===== src/rtl/divider_seq.sv =====
// Sequential restoring divider: signed/unsigned integer and unsigned fixed-point (Q1.WIDTH-1)
// modes, one quotient bit per cycle, valid/ready handshakes on both sides.
module divider_seq #(
    parameter int unsigned WIDTH = 32
) (
    input  logic             clk,
    input  logic             reset_n,
    input  logic             flush,
    input  logic             in_valid,
    output logic             in_ready,
    input  logic [WIDTH-1:0] dividend,
    input  logic [WIDTH-1:0] divisor,
    input  logic             is_signed,
    input  logic             frac,
    output logic             out_valid,
    input  logic             out_ready,
    output logic [WIDTH-1:0] quotient,
    output logic [WIDTH-1:0] remainder,
    output logic             div_by_zero,
    output logic             overflow
);

    localparam int unsigned CW = $clog2(WIDTH) + 1;
    localparam logic [WIDTH-1:0] MIN_NEG = {1'b1, {(WIDTH-1){1'b0}}};

    typedef enum logic [1:0] {IDLE, CALC, DONE} state_t;

    state_t state, state_next;

    logic [WIDTH-1:0] pr_hi, pr_lo, dsr;
    logic [CW-1:0]    cnt;
    logic             q_neg, r_neg;

    // Operand decode and special-case detection at accept time
    logic             sgn, zero_div, sgn_ovf, frac_ovf, special;
    logic [WIDTH-1:0] a_mag, b_mag;
    logic [2*WIDTH-1:0] init_pr;

    always_comb begin
        sgn      = is_signed & ~frac;
        zero_div = (divisor == '0);
        sgn_ovf  = sgn && (dividend == MIN_NEG) && (divisor == '1);
        frac_ovf = frac && ({1'b0, dividend} >= {divisor, 1'b0});
        special  = zero_div | sgn_ovf | frac_ovf;
        a_mag    = (sgn && dividend[WIDTH-1]) ? WIDTH'(~dividend + WIDTH'(1)) : dividend;
        b_mag    = (sgn && divisor[WIDTH-1])  ? WIDTH'(~divisor + WIDTH'(1))  : divisor;
        init_pr  = frac ? ({{WIDTH{1'b0}}, dividend} << (WIDTH-1)) : {{WIDTH{1'b0}}, a_mag};
    end

    // One restoring shift-subtract step and the sign fix-up of its result
    logic [WIDTH:0]   trial;
    logic             take, last;
    logic [WIDTH-1:0] hi_nx, lo_nx, q_fin, r_fin;

    always_comb begin
        trial = {pr_hi, pr_lo[WIDTH-1]};
        take  = (trial >= {1'b0, dsr});
        hi_nx = take ? WIDTH'(trial - {1'b0, dsr}) : trial[WIDTH-1:0];
        lo_nx = {pr_lo[WIDTH-2:0], take};
        last  = (cnt == CW'(WIDTH-1));
        q_fin = q_neg ? WIDTH'(~lo_nx + WIDTH'(1)) : lo_nx;
        r_fin = r_neg ? WIDTH'(~hi_nx + WIDTH'(1)) : hi_nx;
    end

    always_ff @(posedge clk or negedge reset_n) begin
        if (!reset_n) state <= IDLE;
        else          state <= state_next;
    end

    always_comb begin
        state_next = state;
        case (state)
            IDLE:    if (in_valid) state_next = special ? DONE : CALC;
            CALC:    if (last)     state_next = DONE;
            DONE:    if (out_ready) state_next = IDLE;
            default: state_next = IDLE;
        endcase
        if (flush) state_next = IDLE;
    end

    // Handshake flags, datapath and result registers
    always_ff @(posedge clk or negedge reset_n) begin
        if (!reset_n) begin
            in_ready    <= 1'b1;
            out_valid   <= 1'b0;
            quotient    <= '0;
            remainder   <= '0;
            div_by_zero <= 1'b0;
            overflow    <= 1'b0;
            pr_hi       <= '0;
            pr_lo       <= '0;
            dsr         <= '0;
            cnt         <= '0;
            q_neg       <= 1'b0;
            r_neg       <= 1'b0;
        end else begin
            in_ready  <= (state_next == IDLE);
            out_valid <= (state_next == DONE);
            if (!flush) begin
                if (state == IDLE && in_valid) begin
                    div_by_zero <= 1'b0;
                    overflow    <= 1'b0;
                    if (zero_div) begin
                        quotient    <= '1;
                        remainder   <= dividend;
                        div_by_zero <= 1'b1;
                    end else if (sgn_ovf) begin
                        quotient  <= MIN_NEG;
                        remainder <= '0;
                        overflow  <= 1'b1;
                    end else if (frac_ovf) begin
                        quotient  <= '1;
                        remainder <= dividend;
                        overflow  <= 1'b1;
                    end else begin
                        pr_hi <= init_pr[2*WIDTH-1:WIDTH];
                        pr_lo <= init_pr[WIDTH-1:0];
                        dsr   <= b_mag;
                        q_neg <= sgn && (dividend[WIDTH-1] ^ divisor[WIDTH-1]);
                        r_neg <= sgn && dividend[WIDTH-1];
                        cnt   <= '0;
                    end
                end else if (state == CALC) begin
                    pr_hi <= hi_nx;
                    pr_lo <= lo_nx;
                    cnt   <= cnt + CW'(1);
                    if (last) begin
                        quotient  <= q_fin;
                        remainder <= r_fin;
                    end
                end
            end
        end
    end

endmodule

===== config.mk =====
export PLATFORM = sky130hd
export DESIGN_NAME = divider_seq
export DESIGN_NICKNAME = d
export VERILOG_FILES = /design/src/rtl/divider_seq.sv
export SDC_FILE = /design/constraint.sdc
export NUM_CORES = 1
export LEC_CHECK = 0
export CAP_MARGIN = 30
export CORE_AREA = 2 2 201 203
export DETAILED_ROUTE_END_ITERATION = 12
export DIE_AREA = 0 0 203 205
export PLACE_DENSITY_LB_ADDON = 0.25
export RECOVER_POWER = 25
export SLEW_MARGIN = 20
export SYNTH_ARGS = -nofsm -noshare
export SYNTH_HDL_FRONTEND = slang
export SYNTH_SLANG_ARGS = --single-unit

===== constraint.sdc =====
create_clock -name clk -period 12.3 [get_ports clk]
set_input_delay 2.46 -clock clk [delete_from_list [all_inputs] [get_ports clk]]
set_output_delay 2.46 -clock clk [all_outputs]
set_load 0.01 [all_outputs]

Word level (Yosys, flattened, before mapping):

Index checks and enable logic that the tools add are counted.

* input port bits: 71
* register bits: 174
* word-level logic and storage cells: 103
* output and inout port bits: 68

* reductions and logical operators: 16
* bitwise logic cells: 13
* $lt $le $gt $ge: 2
* multiplexer cells: 43
* add/subtract/negate cells: 6
* equality and inequality tests: 10

Operators by type and width (number)
* 32-bit two-way mux: 27
* 32-bit by 1-bit adder with 32-bit output, second input constant: 4
* 32-bit NOT: 4
* 32-bit == test, second input constant: 2
* 63-bit two-way mux: 1
* 32-bit by 33-bit >= comparator with 1-bit output: 1
* 33-bit by 32-bit >= comparator with 1-bit output: 1
* 32-bit zero test: 1
* 32-bit subtractor: 1
* 6-bit two-way mux: 5
* 2-bit two-way mux: 5
* 5-bit AND reduction: 2
* 1-bit logical AND: 7
* 6-bit by 1-bit adder with 6-bit output, second input constant: 1
* 6-bit by 5-bit == test with 1-bit output, second input constant: 1
* 2-bit inequality test, second input constant: 3
* 2-bit one-hot mux with 3 select lines: 1
* 1-bit NOT: 5
* 2-bit == test, second input constant: 2
* 2-bit zero test: 2
* 1-bit two-way mux: 4
* 4-bit inequality test, second input constant: 1
* 4-bit AND reduction: 1
* 2-bit nonzero test: 2
* 5 further kinds: 6

Longest topological paths before layout:

* depth after elaboration: 11
* gate-level depth with buffers: 24
* mapped depth without buffers: 20

Worst setup path after synthesis:

No wires, ideal clock.

* path type: input to register
* from: input divisor[17]
* to: register pr_hi[17]
* path slack: 6780 ps
* cell stages on the path: 14
* arrival: 5383 ps
* required time: 12163 ps
* path buffers: 2
* setup time: 137 ps
* cells stage by stage: inv_1 -> ha_1 -> a21o_1 -> a21o_1 -> a211o_1 -> o211ai_1 -> a21oi_1 -> or4b_2 -> a21oi_1 -> nand3_1 -> a21boi_1 -> clkbuf_1 -> buf_1 -> a21oi_1

* longest elaborated chain between the ends: 4
* elaborated cells between the ends (all ways): 9
* those cells by class: order compare: 1; eq/ne: 4; reduce/logical: 4

Ends and longest elaborated chain
* start, declared: RTL line 12 `input logic [WIDTH-1:0] divisor,`
* 32-bit by 33-bit >= comparator with 1-bit output or 32-bit == test (tied branches): RTL line 43, 42
* 1-bit logical AND (on tied branches): RTL line 43, 42
* 2-bit inequality test (no source line)
* 5-bit AND reduction (no source line) (*)
* end signal, assigned: RTL line 116 `pr_hi <= init_pr[2*WIDTH-1:WIDTH];`
* end signal, assigned: RTL line 124 `pr_hi <= hi_nx;`
* end, declared: RTL line 30 `logic [WIDTH-1:0] pr_hi, pr_lo, dsr;`

Every way passes the cells marked *; elsewhere a longest branch is shown, timed or not.
A chain may end at the register's enable or synchronous reset.

==> metrics.md <==
| Metric | Value |
|---|---|
| Hold Path Stages | 2 |
| Io pins | 139 |
| Most common library cells after synthesis | nor2_1, nand2_1, dfrtp_1 |
| Worst-Margin Slew | 3.45 ns |
| Hold Crit Class | flop to flop |
| LEAKAGE | 6.51 nW |
| Root Driver | clkbuf_16 |
| CTS tree | done |
| Clock Skews | 0.0182 ns |
| Min setup slack post-route | 4.52 ns |
| Reg-to-reg startpoint | pr_hi[3] |
| R2r endpoint | remainder[28] |
| Unrepaired setup endpoints after global routing | false |
| Fin nets | 1,970 |
| Residual DRC | 0 |
| Area Overhead vs Synth | 17.4% |
| H-tree depth | 4 |
| Synth top area share | 31.6% |
| Initial DRT Pass Iterations | 5 |
| GRT overflow | 0 |
| Sequential share of the synthesized area | 31.8% |
| Post-synth net total | 1,901 |
| Die Footprint | 41,600 um2 |
| Critical Path RT | 12.93 ns |
| Yosys reg bits | 174 |
| Final setup violating endpoints | 0 |
| Reg2reg path depth | 18 |
| WHS | 0.477 ns |
| Final-report hold violation count | 0 |
| Via density | 5.80 |
| Slew Limit Fails | 105 |
| Min-Delay Endpoint | quotient[14] |
| # resized after CTS | 0 |
| VDD IR-drop max | 0.157 mV |
| Worst setup EP type | async pin |
| DIE WIDTH | 203 um |
| Cts hold-fix bufs | 0 |
| PD cells | 253 nW/um2 |
| FMAX | 129 MHz |
| Post-CTS setup buffer count | 0 |
| Post-synthesis instance total | 1,760 |
| CP Class | input pin to async pin |
| Synth area leader | dfrtp_1 |
| Gr usage total | 25.6% |
| Failing checks | max-capacitance violations, max-slew violations |
| DRT iter0 DRCs | 1,318 |
| Max_slew headroom | -130% |
| Yosys warns | 0 |
| Cell Area, Synth | 13,700 um2 |
| DP Worst Slack | 5.19 ns |
| Async set-reset flop share out of synthesis | 100% |
| Total Wirelength | 53,200 um |
| Core box area | 39,400 um2 |
| Initial antenna violation count | 1 |
| Dpl hpwl | 40,200 um |
| Global-route wire length before repair | 80,800 um |
| Buffers added on ports | 138 |
| Final RePlAce weighted congestion | 0.938 |
| Status | finished with violations |
| Initial Utilization | 34.8% |
| Filler cells | 4,043 |
| Layout cells sized above 1 | 4.67% |
| Ys flop type | dfrtp_1 |
| CP Launch Type | input pin |
| Die height | 205 um |
| Clock tree buffer depth | 2 |
| Dominant cell by count in the synthesized netlist | nor2_1 |
| Largest net degree at the start of global routing | 81 |
| Total negative slack | 0 ns |
| Vias | 13,700 |
| Avg Inst Size Synth | 7.78 um2 |
| Routed Antenna Nets | 0 |
| Crit path max fanout | 57 |
| Clock slew at reported path FFs | 0.07 ns |
| Max-cap viol count | 2 |
| Flop-to-flop setup slack | 5.66 ns |
| Synth area leaders | dfrtp_1, xnor2_1, ha_1, o21ai_0, nor2_1 |
| Crit path time final | 7.78 ns |
| Period utilization | 63.2% |
| DR WL/cell | 22.5 um |
| TritonCTS buffer count | 17 |
| Unique cell type count in the Yosys netlist | 83 |
| Worst-Skew Late Latency | 0.46 ns |
| Antenna Cells | 0 |
| Crit path DAT | 8.41 ns |
| Hold_sp | quotient[14] |
| Number of synthesized flops with an enable pin | 0 |
| Rows | 73 |
| Clock Sinks | 174 |
| Vias in the first global route | 13,100 |
-- sequential cells by signal, summed over array words and instances (netlist names), 2 cells and up --
name       flops
state          2
pr_hi         32
dsr           32
cnt            6
remainder     32
pr_lo         32
quotient      32
-- stage by stage --
step | area, um2 | cells | utilization, % | power, mW
floorplan | 13700 | 1760 | - | 2.61
global placement | 15400 | 2332 | 39.2 | 3.43
detailed placement | 15400 | 2332 | 39.2 | 3.46
CTS | 16000 | 2364 | 40.7 | 4.04
global route | 16100 | 2367 | 40.8 | 4.35
finish | 16100 | 2367 | 40.8 | 4.06
-- routing by layer --
metal	track usage [%]	up-vias	part of all wire (%)
li1	-	6459	-
met1	36.4	6635	46
met2	39.4	552	44
met3	3.56	92	6.5
met4	9.75	0	3.4
met5	0	-	0
-- worst max-delay path by stage --
stage,startpoint,endpoint,depth (start not counted)
CTS,dividend[8],pr_lo[4],15
floorplan,divisor[17],pr_hi[17],14
detailed placement,dividend[8],pr_hi[6],14
global route,reset_n,remainder[15],4
global placement,dividend[18],pr_hi[6],14
finish,reset_n,remainder[15],4
-- cells in the final DEF, fill, tap and decap left out, types with 19 or more instances in the layout --
cell type	n
nand4_1	32
dfrtp_1	173
o21ai_0	156
nor2_1	205
o31ai_1	23
xor2_1	30
xnor2_1	107
nor3_1	30
nand2_1	183
clkdlybuf4s50_1	137
a21o_1	19
inv_1	92
a22oi_1	34
a21oi_1	150
a31oi_1	59
nand3_1	36
ha_1	69
nor4_1	24
-- area by class of cell --
cell class | count | area (um2) | share of cell area [%]
clock buffers | 19 | 443 | 2.76
clock inverters | 13 | 144 | 0.896
inverters | 93 | 349 | 2.17
multi-input cells | 1386 | 8580 | 53.4
flip-flops and latches | 174 | 4360 | 27.1
well taps | 525 | 657 | 4.09
repair buffers | 157 | 1530 | 9.54
-- kinds of logic after synthesis --
logic type,Yosys count,share of synthesized area (%)
AO/OA/AOI/OAI,547,24.7
XOR/XNOR,137,8.77
adder cells (fa/ha/maj),70,6.45
buffers and inverters,200,5.71
flip-flops,174,31.8
multiplexers,26,1.97
AND/OR/NAND/NOR,606,20.6
-- critical path: stages --
cell and delay (ns):
clkbuf_1 1.98, clkbuf_1 2.56, clkbuf_1 0.96, buf_16 0.36
-- power breakdown --
| part | total, mW | switching [mW] | internal [mW] |
|---|---|---|---|
| logic | 2.52 | 1.53 | 0.984 |
| clock network | 0.569 | 0.276 | 0.293 |
| registers | 0.978 | 0.219 | 0.759 |
| total | 4.06 | 2.03 | 2.04 |
Note: power is estimated with default switching activity, not from simulation.
